`config.mk`:
```
export PLATFORM = sky130hd
export DESIGN_NAME = delay_line_var
export DESIGN_NICKNAME = d
export VERILOG_FILES = /design/src/rtl/delay_line_pkg.sv /design/src/rtl/delay_line_ram.sv /design/src/rtl/delay_line_var.sv
export SDC_FILE = /design/constraint.sdc
export NUM_CORES = 1
export LEC_CHECK = 0
export CAP_MARGIN = 10
export CORE_MARGIN = 4
export CORE_UTILIZATION = 50
export CTS_CLUSTER_DIAMETER = 150
export DETAILED_ROUTE_END_ITERATION = 8
export PLACE_DENSITY = 0.67
export SYNTH_ARGS = -nofsm -noshare
export SYNTH_HDL_FRONTEND = slang
export SYNTH_HIERARCHICAL = 1
export SYNTH_SLANG_ARGS = --single-unit
export TNS_END_PERCENT = 30
```
`constraint.sdc`:
```
create_clock -name clk -period 10.6 [get_ports clk]
set_input_delay 3.18 -clock clk [delete_from_list [all_inputs] [get_ports clk]]
set_output_delay 3.18 -clock clk [all_outputs]
set_load 0.005 [all_outputs]
```
`src/rtl/delay_line_pkg.sv`:
```
`default_nettype none
// ============================================================================
//  Module      : delay_line_pkg
//  Description : Shared constants and helpers for the variable delay line.
//  Revision    : 1.0  initial release
// ============================================================================
package delay_line_pkg;

   // Ceiling log2 for constant expressions (value >= 2 in practice)
   function automatic int clog2(input int value);
      int r;
      r = 0;
      for (int i = 0; i < 31; i++) begin
         if ((1 << i) < value) r = i + 1;
      end
      return r;
   endfunction

   localparam int c_DEF_N         = 11;
   localparam int c_DEF_MAX_DELAY = 32;
   localparam int c_DEF_DLY_W     = 6;
   localparam int PTR_W           = clog2(c_DEF_MAX_DELAY);

endpackage
`default_nettype wire

```
`src/rtl/delay_line_ram.sv`:
```
`default_nettype none
// ============================================================================
//  Module      : delay_line_ram
//  Description : DEPTH x (W+1) circular storage. Data words have a synchronous
//                write and no reset; the valid tags have an async reset and a
//                bulk clear. The read port is write-first so a read of the
//                slot being written returns the incoming word (delay of 1).
//  Revision    : 1.0  initial release
// ============================================================================
module delay_line_ram
   import delay_line_pkg::*;
#(
   parameter int W     = c_DEF_N,
   parameter int DEPTH = c_DEF_MAX_DELAY,
   parameter int AW    = PTR_W
) (
   input  logic          clk,
   input  logic          rst_n,
   input  logic          i_we,
   input  logic          i_clr,
   input  logic [AW-1:0] i_waddr,
   input  logic [W-1:0]  i_wdata,
   input  logic          i_wtag,
   input  logic [AW-1:0] i_raddr,
   output logic [W-1:0]  o_rdata,
   output logic          o_rtag
);

   logic [W-1:0]     r_mem [DEPTH];
   logic [DEPTH-1:0] r_tag;

   // Sample storage: written on enabled edges, contents never reset
   always_ff @(posedge clk) begin
      if (i_we) r_mem[i_waddr] <= i_wdata;
   end

   // Valid tags: bulk clear on flush, but the word written on the same edge keeps its tag
   always_ff @(posedge clk or negedge rst_n) begin
      if (!rst_n) begin
         r_tag <= '0;
      end else begin
         if (i_clr) r_tag <= '0;
         if (i_we)  r_tag[i_waddr] <= i_wtag;
      end
   end

   // Read port with write-first bypass
   always_comb begin
      o_rdata = r_mem[i_raddr];
      o_rtag  = r_tag[i_raddr];
      if (i_we && (i_raddr == i_waddr)) begin
         o_rdata = i_wdata;
         o_rtag  = i_wtag;
      end
   end

endmodule
`default_nettype wire

```
`src/rtl/delay_line_var.sv`:
```
`default_nettype none
// ============================================================================
//  Module      : delay_line_var
//  Description : Runtime-programmable delay line for signed samples with a
//                valid tag. Delay d (clamped to 1..MAX_DELAY) is the number of
//                enabled edges from input sample to registered output.
//                Changing d flushes all in-flight samples except the one
//                written on the change edge.
//                Optional macro DELAY_LINE_CE_EN adds clock enable port ce.
//  Revision    : 1.0  initial release
// ============================================================================
module delay_line_var
   import delay_line_pkg::*;
#(
   parameter int N         = c_DEF_N,
   parameter int MAX_DELAY = c_DEF_MAX_DELAY,
   parameter int DLY_W     = c_DEF_DLY_W
) (
   input  logic                clk,
   input  logic                rst_n,
`ifdef DELAY_LINE_CE_EN
   input  logic                ce,
`endif
   input  logic signed [N-1:0] idata,
   input  logic                ivalid,
   input  logic [DLY_W-1:0]    dly,
   output logic signed [N-1:0] odata,
   output logic                ovalid,
   output logic                primed
);

   localparam int               c_PW   = clog2(MAX_DELAY);
   localparam int               c_SW   = DLY_W + 1;
   localparam logic [DLY_W-1:0] c_DMAX = DLY_W'(MAX_DELAY);
   localparam logic [c_PW-1:0]  c_LAST = c_PW'(MAX_DELAY - 1);

   logic             w_en;
   logic [DLY_W-1:0] w_d;
   logic             w_flush;
   logic [c_SW-1:0]  w_sum;
   logic [c_PW-1:0]  w_rd;
   logic [N-1:0]     w_rdata;
   logic             w_rtag;

   logic [c_PW-1:0]  r_wp;
   logic [DLY_W-1:0] r_dly_q;
   logic [DLY_W-1:0] r_cnt;
   logic [N-1:0]     r_odata;
   logic             r_ovalid;

`ifdef DELAY_LINE_CE_EN
   assign w_en = ce;
`else
   assign w_en = 1'b1;
`endif

   // Clamp the requested delay into 1..MAX_DELAY
   always_comb begin
      w_d = dly;
      if (dly == '0)         w_d = DLY_W'(1);
      else if (dly > c_DMAX) w_d = c_DMAX;
   end

   assign w_flush = w_en && (w_d != r_dly_q);

   // Read index (wp - d + 1) mod MAX_DELAY; biased by MAX_DELAY so it never goes negative
   assign w_sum = c_SW'(r_wp) + c_SW'(MAX_DELAY) + c_SW'(1) - c_SW'(w_d);
   assign w_rd  = (w_sum >= c_SW'(MAX_DELAY)) ? c_PW'(w_sum - c_SW'(MAX_DELAY))
                                              : c_PW'(w_sum);

   delay_line_ram #(
      .W     (N),
      .DEPTH (MAX_DELAY),
      .AW    (c_PW)
   ) u_ram (
      .clk     (clk),
      .rst_n   (rst_n),
      .i_we    (w_en),
      .i_clr   (w_flush),
      .i_waddr (r_wp),
      .i_wdata (idata),
      .i_wtag  (ivalid),
      .i_raddr (w_rd),
      .o_rdata (w_rdata),
      .o_rtag  (w_rtag)
   );

   // Write pointer, registered delay and saturating prime counter
   always_ff @(posedge clk or negedge rst_n) begin
      if (!rst_n) begin
         r_wp    <= '0;
         r_dly_q <= DLY_W'(1);
         r_cnt   <= '0;
      end else if (w_en) begin
         r_wp    <= (r_wp == c_LAST) ? '0 : r_wp + 1'b1;
         r_dly_q <= w_d;
         if (w_flush)             r_cnt <= '0;
         else if (r_cnt != c_DMAX) r_cnt <= r_cnt + 1'b1;
      end
   end

   // Output register: data loads only on a valid tag, valid forced low on a flush
   always_ff @(posedge clk or negedge rst_n) begin
      if (!rst_n) begin
         r_odata  <= '0;
         r_ovalid <= 1'b0;
      end else if (w_en) begin
         if (w_flush) begin
            r_ovalid <= 1'b0;
         end else begin
            r_ovalid <= w_rtag;
            if (w_rtag) r_odata <= w_rdata;
         end
      end
   end

   assign odata  = r_odata;
   assign ovalid = r_ovalid;
   assign primed = (r_cnt >= r_dly_q);

endmodule
`default_nettype wire
```
==> results of run 1 <==
[per-layer routing]
layer	up-vias	part of all wire	track usage
li1	4120	-	-
met1	4712	0.45	0.308
met4	0	0.027	0.0603
met5	-	0	0
met2	285	0.46	0.307
met3	59	0.064	0.0376
[worst paths after layout]
check	depth (start not counted)	endpoint	startpoint	slack, ps
worst max register to register	15	odata[8]$_DFFE_PN0P_	r_wp[1]$_DFF_PN0_	6010
worst min register to register	1	odata[1]$_DFFE_PN0P_	odata[1]$_DFFE_PN0P_	530
min in group asynchronous	2	u_ram/r_tag[7]$_DFF_PN0_	rst_n	2800
max in group asynchronous	2	u_ram/r_tag[26]$_DFF_PN0_	rst_n	7210
worst max-delay path	16	odata[8]$_DFFE_PN0P_	dly[2]	3120
worst min-delay path	1	odata[1]$_DFFE_PN0P_	odata[1]$_DFFE_PN0P_	530
[cells by family (layout without fill, tap and decap cells)]
kind of cell | count (synthesis) | after routing | synth area share
DFF | 413 | 413 | 0.703
other | 1 | 5 | 0.000218
AOI/OAI and AO/OA | 126 | 126 | 0.0473
adders and majority gates | 17 | 17 | 0.0128
buffers and inverters | 74 | 167 | 0.0228
muxes | 176 | 176 | 0.143
xor gates and xnor gates | 19 | 19 | 0.00967
and+or+nand+nor | 206 | 206 | 0.0610
[cell type report]
type / instances / area [sq um]
Clock buffer: 63 / 1190
Clock inverter: 13 / 118
Fill cell: 2527 / 14400
Inverter: 17 / 63.8
Multi-Input combinational cell: 549 / 4760
Sequential cell: 413 / 12100
Tap cell: 448 / 561
Timing Repair Buffer: 74 / 647
[state kept, by name (all words and copies together), names as in the netlist]
name / count
r_dly_q: 6
u_ram/r_mem: 352
r_wp: 5
ovalid: 1
u_ram/r_tag: 32
odata: 11
r_cnt: 6
[through the flow]
stage | hold WS (ps) | area (sq um) | utilization
floorplan | 505 | 17200 | -
CTS | 527 | 19400 | 0.575
detailed placement | 501 | 18100 | 0.536
finish | 527 | 19400 | 0.575
global placement | 514 | 18100 | 0.536
global route | 535 | 19400 | 0.575
[cell usage in the layout, fill, tap and decap left out, drive strengths merged, types with 2 or more instances in the layout]
cell type	n
a211oi	10
a21o	3
a21oi	14
a221oi	17
a22o	2
a22oi	8
a31oi	3
and2	2
and3	3
buf	43
bufinv	2
clkbuf	63
clkdlybuf4s50	31
clkinv	10
conb	5
dfrtp	60
edfxtp	352
ha	16
inv	18
mux2	38
mux2i	88
mux4	50
nand2	53
nand2b	43
nand3	12
nand3b	5
nand4b	2
nor2	58
nor2b	4
nor4	4
o21ai	44
o22ai	13
o31ai	10
or3	2
or3b	3
or4	10
xnor2	8
xor2	11
[power by group through the flow]
| stage | Combinational (mW) | Clock [mW] | Sequential, mW |
|---|---|---|---|
| floorplan | 0.197 | 0 | 1.83 |
| global placement | 0.339 | 0 | 1.84 |
| detailed placement | 0.343 | 0 | 1.84 |
| CTS | 0.345 | 1.44 | 1.80 |
| global route | 0.366 | 1.51 | 1.81 |
| finish | 0.344 | 1.41 | 1.80 |
==> results.ini, run 1 <==
[status]
status=completed

[logic_synthesis]
yosys_warnings=6
synth_cell_type_count=54
ys_seq_elements=413
syn_area_sq_um=17200
ys_async_sr_fraction=0.148
synth.area.top_cells=edfxtp_1 (61%), dfrtp_1 (8.7%), mux4_2 (6.5%)
synth_edf_count=352
ys_seq_area_frac=0.703
synth_cells=1032
ys.flop_type=edfxtp_1
avgSynthCellArea_sq_um=16.7
synth_top_area_frac=0.614
synth_most_common_cell=edfxtp_1
yosys.area.top_type=edfxtp_1
synth_common_cells=edfxtp_1 (352), mux2i_1 (88), dfrtp_1 (60), nor2_1 (58), nand2_1 (53)

[drt]
drt-initial-drc-count=868
drc=0
drt-total-wl_microns=38500
post_drt_wl_per_cell_microns=24.4
via_count=9176
via_per_inst=5.82
ant_nets=0
drt-pass1-iter-count=5

[clocking]
postCtsSetupBuffers=0
cts_resized=0
cts_num_sinks=413
htree_levels=2
cts_hold_buf=0
clkLatencyLatePin_ps=540
cts_tree=done
cts.path.max_buffers=3
path_clk_slew_ps=60
numCtsBuffers=42
cts_root_buffer=clkbuf_16

[power]
p_leak_nw=6.56
power_density_nw_per_um2=183
total_power_mw=3.56
switching_share=0.221
clkPwrFrac=0.396
p_switching_mw=0.788
peakVddDrop_uv=150
power_frac_comb=0.097
p_int_mw=2.77
p_seq_frac=0.507

[setup_path]
cp_slowest_cell=inv_2
critPathMaxStageDelay_ps=750
arrival_ps=7900
path_class=in -> reg
path_buf_inv=3
crit_path_end_kind=register
crit_top_cell=mux2_2
cp_max_fo=48
crit_chain=clkdlybuf4s50_1 -> nor4_2 -> o21bai_2 -> and2_2 -> ha_2 -> inv_1 -> fa_1 -> inv_2 -> nor2b_1 -> a22o_1 -> nor4_1 -> a31oi_1 -> nand3_1 -> mux2_2 -> and4_4 -> mux2_2
critPathRequiredTime_ps=11020
start_kind=input pin
cpLargestDelayFamily=simple AND/OR/NAND/NOR gates

[layout]
final_cells=1577
diodes=0
nNetsFinal=1134
drive_above_1_share=0.179
area_delta_synth_final_pct=12.9

[global_routing]
gr-usage-all-layers=0.204
grt_pass1_wl_microns=58600
grt_pass1_vias=9149
grt.overflow.total=0
antenna_found_initial=0
grt_start_max_net_pins=62

[sta]
rsz0062_at_grt=no
min_period_over_period=0.705
skew_ps=23.9
fin_tns_setup_ps=0
setup_viol=0
final-max-slew-violation-count=0
slew_headroom=0.163
clock.fmax_mhz=134
hold_viol=0
fin_crit_ps=7480
tightestPinTransition_ps=1250
layout_setup_ws_ps=3120

[place]
place.detailed.hpwl_microns=23700
place_congestion=0.835
dp.cells=1499
port_buffers=32
dp_slack_ps=2560

[floorplanning]
die_w_microns=194
dieArea_sq_um=37500
start_util=0.510
rows=67
ios=33
die_height_microns=194
coreArea_sq_um=33800

[hold_path]
hold_class=reg -> reg

[run]
drv_cap=0

(Power assumes the default switching activity.)
==> run 2, diff against run 1 <==
- clock period: 10.6 -> 7.55 ns (I/O delays scaled with it)
==> results.ini, run 2 (synthesis gave the netlist of run 1 again) <==
[status]
status=completed

[floorplanning]
ios=33
dieArea_sq_um=37500
rows=67
start_util=0.510
coreArea_sq_um=33800
die_w_microns=194
die_height_microns=194

[place]
dp.cells=1502
place.detailed.hpwl_microns=23500
placed_cell_area_sq_um=18100
place_congestion=0.875
port_buffers=32
dp_slack_ps=857

[drt]
drc=0
post_drt_wl_per_cell_microns=24.0
drt-initial-drc-count=1073
via_per_inst=5.79
drt-total-wl_microns=37800
ant_nets=0
via_count=9154
drt-pass1-iter-count=7

[hold_path]
whs_path_depth=1
hold_class=reg -> reg

[sta]
hold_viol=0
final-max-slew-violation-count=0
min_period_over_period=0.813
setup_viol=0
layout_setup_ws_ps=1410
slew_headroom=0.189
skew_ps=13.2
fin_crit_ps=6140
tightestPinTransition_ps=1210
timing.hold.ws_ps=520
rsz0062_at_grt=no
fin_tns_setup_ps=0
clock.fmax_mhz=163

[clocking]
path_clk_slew_ps=60
clkLatencyLatePin_ps=540
cts_root_buffer=clkbuf_16
numCtsBuffers=42
postCtsSetupBuffers=0
cts.path.max_buffers=3
cts_resized=0
htree_levels=2
cts_hold_buf=0
cts_num_sinks=413
cts_tree=done

[setup_path]
cp_max_fo=23
arrival_ps=6560
path_class=in -> reg
critPathRequiredTime_ps=7970
start_kind=input pin
crit_path_end_kind=register
r2r_cells=16

[global_routing]
grt.overflow.total=0
grt_pass1_vias=8997
grt_pass1_wl_microns=57400
gr-usage-all-layers=0.200
grt_start_max_net_pins=66
antenna_found_initial=0

[layout]
final_core_util=0.580
largest_reg_flops=352
nNetsFinal=1138
drive_above_1_share=0.186
final_common_cell=edfxtp_1
regMostFlops=u_ram/r_mem
layout_common_cells=edfxtp_1 (352), mux2i_1 (88), dfrtp_1 (60)
final_cells=1580
diodes=0
area_delta_synth_final_pct=13.7
final_area_sq_um=19600

[power]
peakVddDrop_uv=221
total_power_mw=5.12
p_leak_nw=6.64
power_density_nw_per_um2=262

[run]
drv_cap=0

==> run 2: final cells by class <==
type / count / area (sq um)
fillers: 2516 / 14200
flip-flops and latches: 413 / 12100
multi-input cells: 549 / 4760
clock buffers: 55 / 1190
repair buffers: 78 / 686
well taps: 448 / 561
clock inverters: 20 / 223
inverters: 17 / 63.8
==> run 2: metal layers <==
metal,up-vias,global-route usage,wire length [microns]
met5,-,0,0
met4,0,0.0501,722
met3,50,0.0400,2540
met2,277,0.298,17400
met1,4701,0.307,17200
li1,4126,-,-
==> run 2: power by group <==
part / leakage [nW] / internal (mW) / switching, mW / total, mW
clock: 0.694 / 1.28 / 0.824 / 2.11
combinational: 1.95 / 0.225 / 0.263 / 0.488
sequential: 3.99 / 2.51 / 0.0207 / 2.53
total: 6.64 / 4.02 / 1.11 / 5.12
==> run 2: worst max-delay path, stage by stage <==
cell             delay (ps)
clkdlybuf4s50_1         490
nor4_2                  330
o21bai_2                130
and2_2                  240
ha_2                    190
inv_1                    70
fa_1                    400
inv_2                   440
buf_4                   300
nand2b_1                290
o22ai_1                 210
nor4_1                   80
a31oi_1                 180
nand3_1                 120
mux2_2                  280
and4_4                  220
mux2_4                  310
==> run 2: worst paths after layout <==
kind / endpoint / start / slack, ps
max: odata[1]$_DFFE_PN0P_ / dly[2] / 1410
min: odata[0]$_DFFE_PN0P_ / odata[0]$_DFFE_PN0P_ / 520
max reg2reg: odata[1]$_DFFE_PN0P_ / r_wp[1]$_DFF_PN0_ / 3350
min reg2reg: odata[0]$_DFFE_PN0P_ / odata[0]$_DFFE_PN0P_ / 520
max in group asynchronous: u_ram/r_tag[24]$_DFF_PN0_ / rst_n / 5070
min in group asynchronous: odata[8]$_DFFE_PN0P_ / rst_n / 1920
==> run 3, diff against run 2 <==
- clock period: 7.55 -> 6.4 ns (I/O delays scaled with it)
==> results.ini, run 3 (synthesis gave the netlist of run 1 again) <==
[clocking]
cts_num_sinks=413
cts_resized=0
cts_tree=done
cts_hold_buf=0
htree_levels=2
cts.path.max_buffers=3
numCtsBuffers=43
clkLatencyLatePin_ps=530
path_clk_slew_ps=60
cts_root_buffer=clkbuf_16
postCtsSetupBuffers=0

[sta]
hold_viol=0
tightestPinTransition_ps=1190
fin_crit_ps=5400
slew_headroom=0.203
rsz0062_at_grt=no
fin_tns_setup_ps=0
min_period_over_period=0.844
setup_viol=0
clock.fmax_mhz=185
final-max-slew-violation-count=0
skew_ps=11.6

[setup_path]
cp_slowest_cell=clkdlybuf4s50_1
crit_path_end_kind=register
path_buf_inv=4
path_class=in -> reg
arrival_ps=5810
critPathMaxStageDelay_ps=500
r2r_cells=14
crit_chain=clkdlybuf4s50_1 -> nor4_2 -> o21bai_2 -> and2_2 -> ha_2 -> inv_1 -> fa_1 -> inv_2 -> buf_4 -> xor2_1 -> nor4_1 -> and3_1 -> mux2_2 -> and4_4 -> mux2_4
cpLargestDelayFamily=simple AND/OR/NAND/NOR gates
reg2reg_slack_ps=2620
start_kind=input pin
cp_max_fo=12
cp.depth=15
critPathRequiredTime_ps=6810

[floorplanning]
ios=33
start_util=0.510
dieArea_sq_um=37500
die_height_microns=194
die_w_microns=194
coreArea_sq_um=33800
rows=67

[drt]
drt-pass1-iter-count=5
drc=0
via_count=9267
drt-initial-drc-count=809
ant_nets=0
drt-total-wl_microns=38400
via_per_inst=5.77
post_drt_wl_per_cell_microns=23.9

[layout]
final_core_util=0.585
largest_reg_flops=352
regMostFlops=u_ram/r_mem
final_common_cell=edfxtp_1
nFillCells=2553
layout_common_cells=edfxtp_1 (352), mux2i_1 (88), buf_4 (64)
diodes=0
area_delta_synth_final_pct=14.7
drive_above_1_share=0.200
nNetsFinal=1162

[place]
place.detailed.hpwl_microns=24100
port_buffers=32
place_congestion=0.877

[power]
total_power_mw=6.04
power_density_nw_per_um2=306
peakVddDrop_uv=290
p_leak_nw=6.75

[global_routing]
antenna_found_initial=0
grt_start_max_net_pins=62
gr-usage-all-layers=0.203
grt_pass1_vias=9336
grt.overflow.total=0
grt_pass1_wl_microns=58500

[run]
drv_cap=0

[hold_path]
hold_class=reg -> reg
whs_path_depth=1

[status]
status=completed

## run 3: area by class of cell
class	instances	area, sq um	share of cell area
flip-flops and latches	413	12100	0.613
multi-input cells	549	4760	0.241
clock buffers	57	1190	0.0603
repair buffers	101	870	0.0440
well taps	448	561	0.0284
clock inverters	22	213	0.0108
inverters	17	63.8	0.00323
## run 3: final timing paths
kind                                       from                   endpoint
setup / recovery                         dly[2]       odata[0]$_DFFE_PN0P_
hold / removal             odata[9]$_DFFE_PN0P_       odata[9]$_DFFE_PN0P_
setup reg to reg              r_wp[1]$_DFF_PN0_       odata[0]$_DFFE_PN0P_
hold reg to reg            odata[9]$_DFFE_PN0P_       odata[9]$_DFFE_PN0P_
max in group asynchronous                 rst_n  u_ram/r_tag[26]$_DFF_PN0_
min in group asynchronous                 rst_n           ovalid$_DFF_PN0_
## run 3: where the power goes
| group | total (mW) | leakage [nW] | internal, mW | switching, mW |
|---|---|---|---|---|
| combinational | 0.598 | 2.07 | 0.286 | 0.313 |
| sequential | 2.99 | 3.99 | 2.96 | 0.0252 |
| clock | 2.45 | 0.687 | 1.47 | 0.984 |
| total | 6.04 | 6.75 | 4.72 | 1.32 |
## run 3: through the flow
| stage | hold slack (ps) | setup slack (ps) | std cells | cell area [sq um] |
|---|---|---|---|---|
| after global routing | 545 | 870 | 1607 | 19800 |
| after detailed placement | 511 | 509 | 1519 | 18300 |
| after global placement | 506 | 580 | 1519 | 18300 |
| after floorplan | 505 | 1230 | 1036 | 17200 |
| final | 518 | 997 | 1607 | 19800 |
| after CTS | 526 | 1050 | 1598 | 19700 |
## run 3: metal layers
layer	share of wire	global-route usage
met5	0	0
met4	0.022	0.0530
met3	0.066	0.0445
met2	0.46	0.315
met1	0.45	0.296
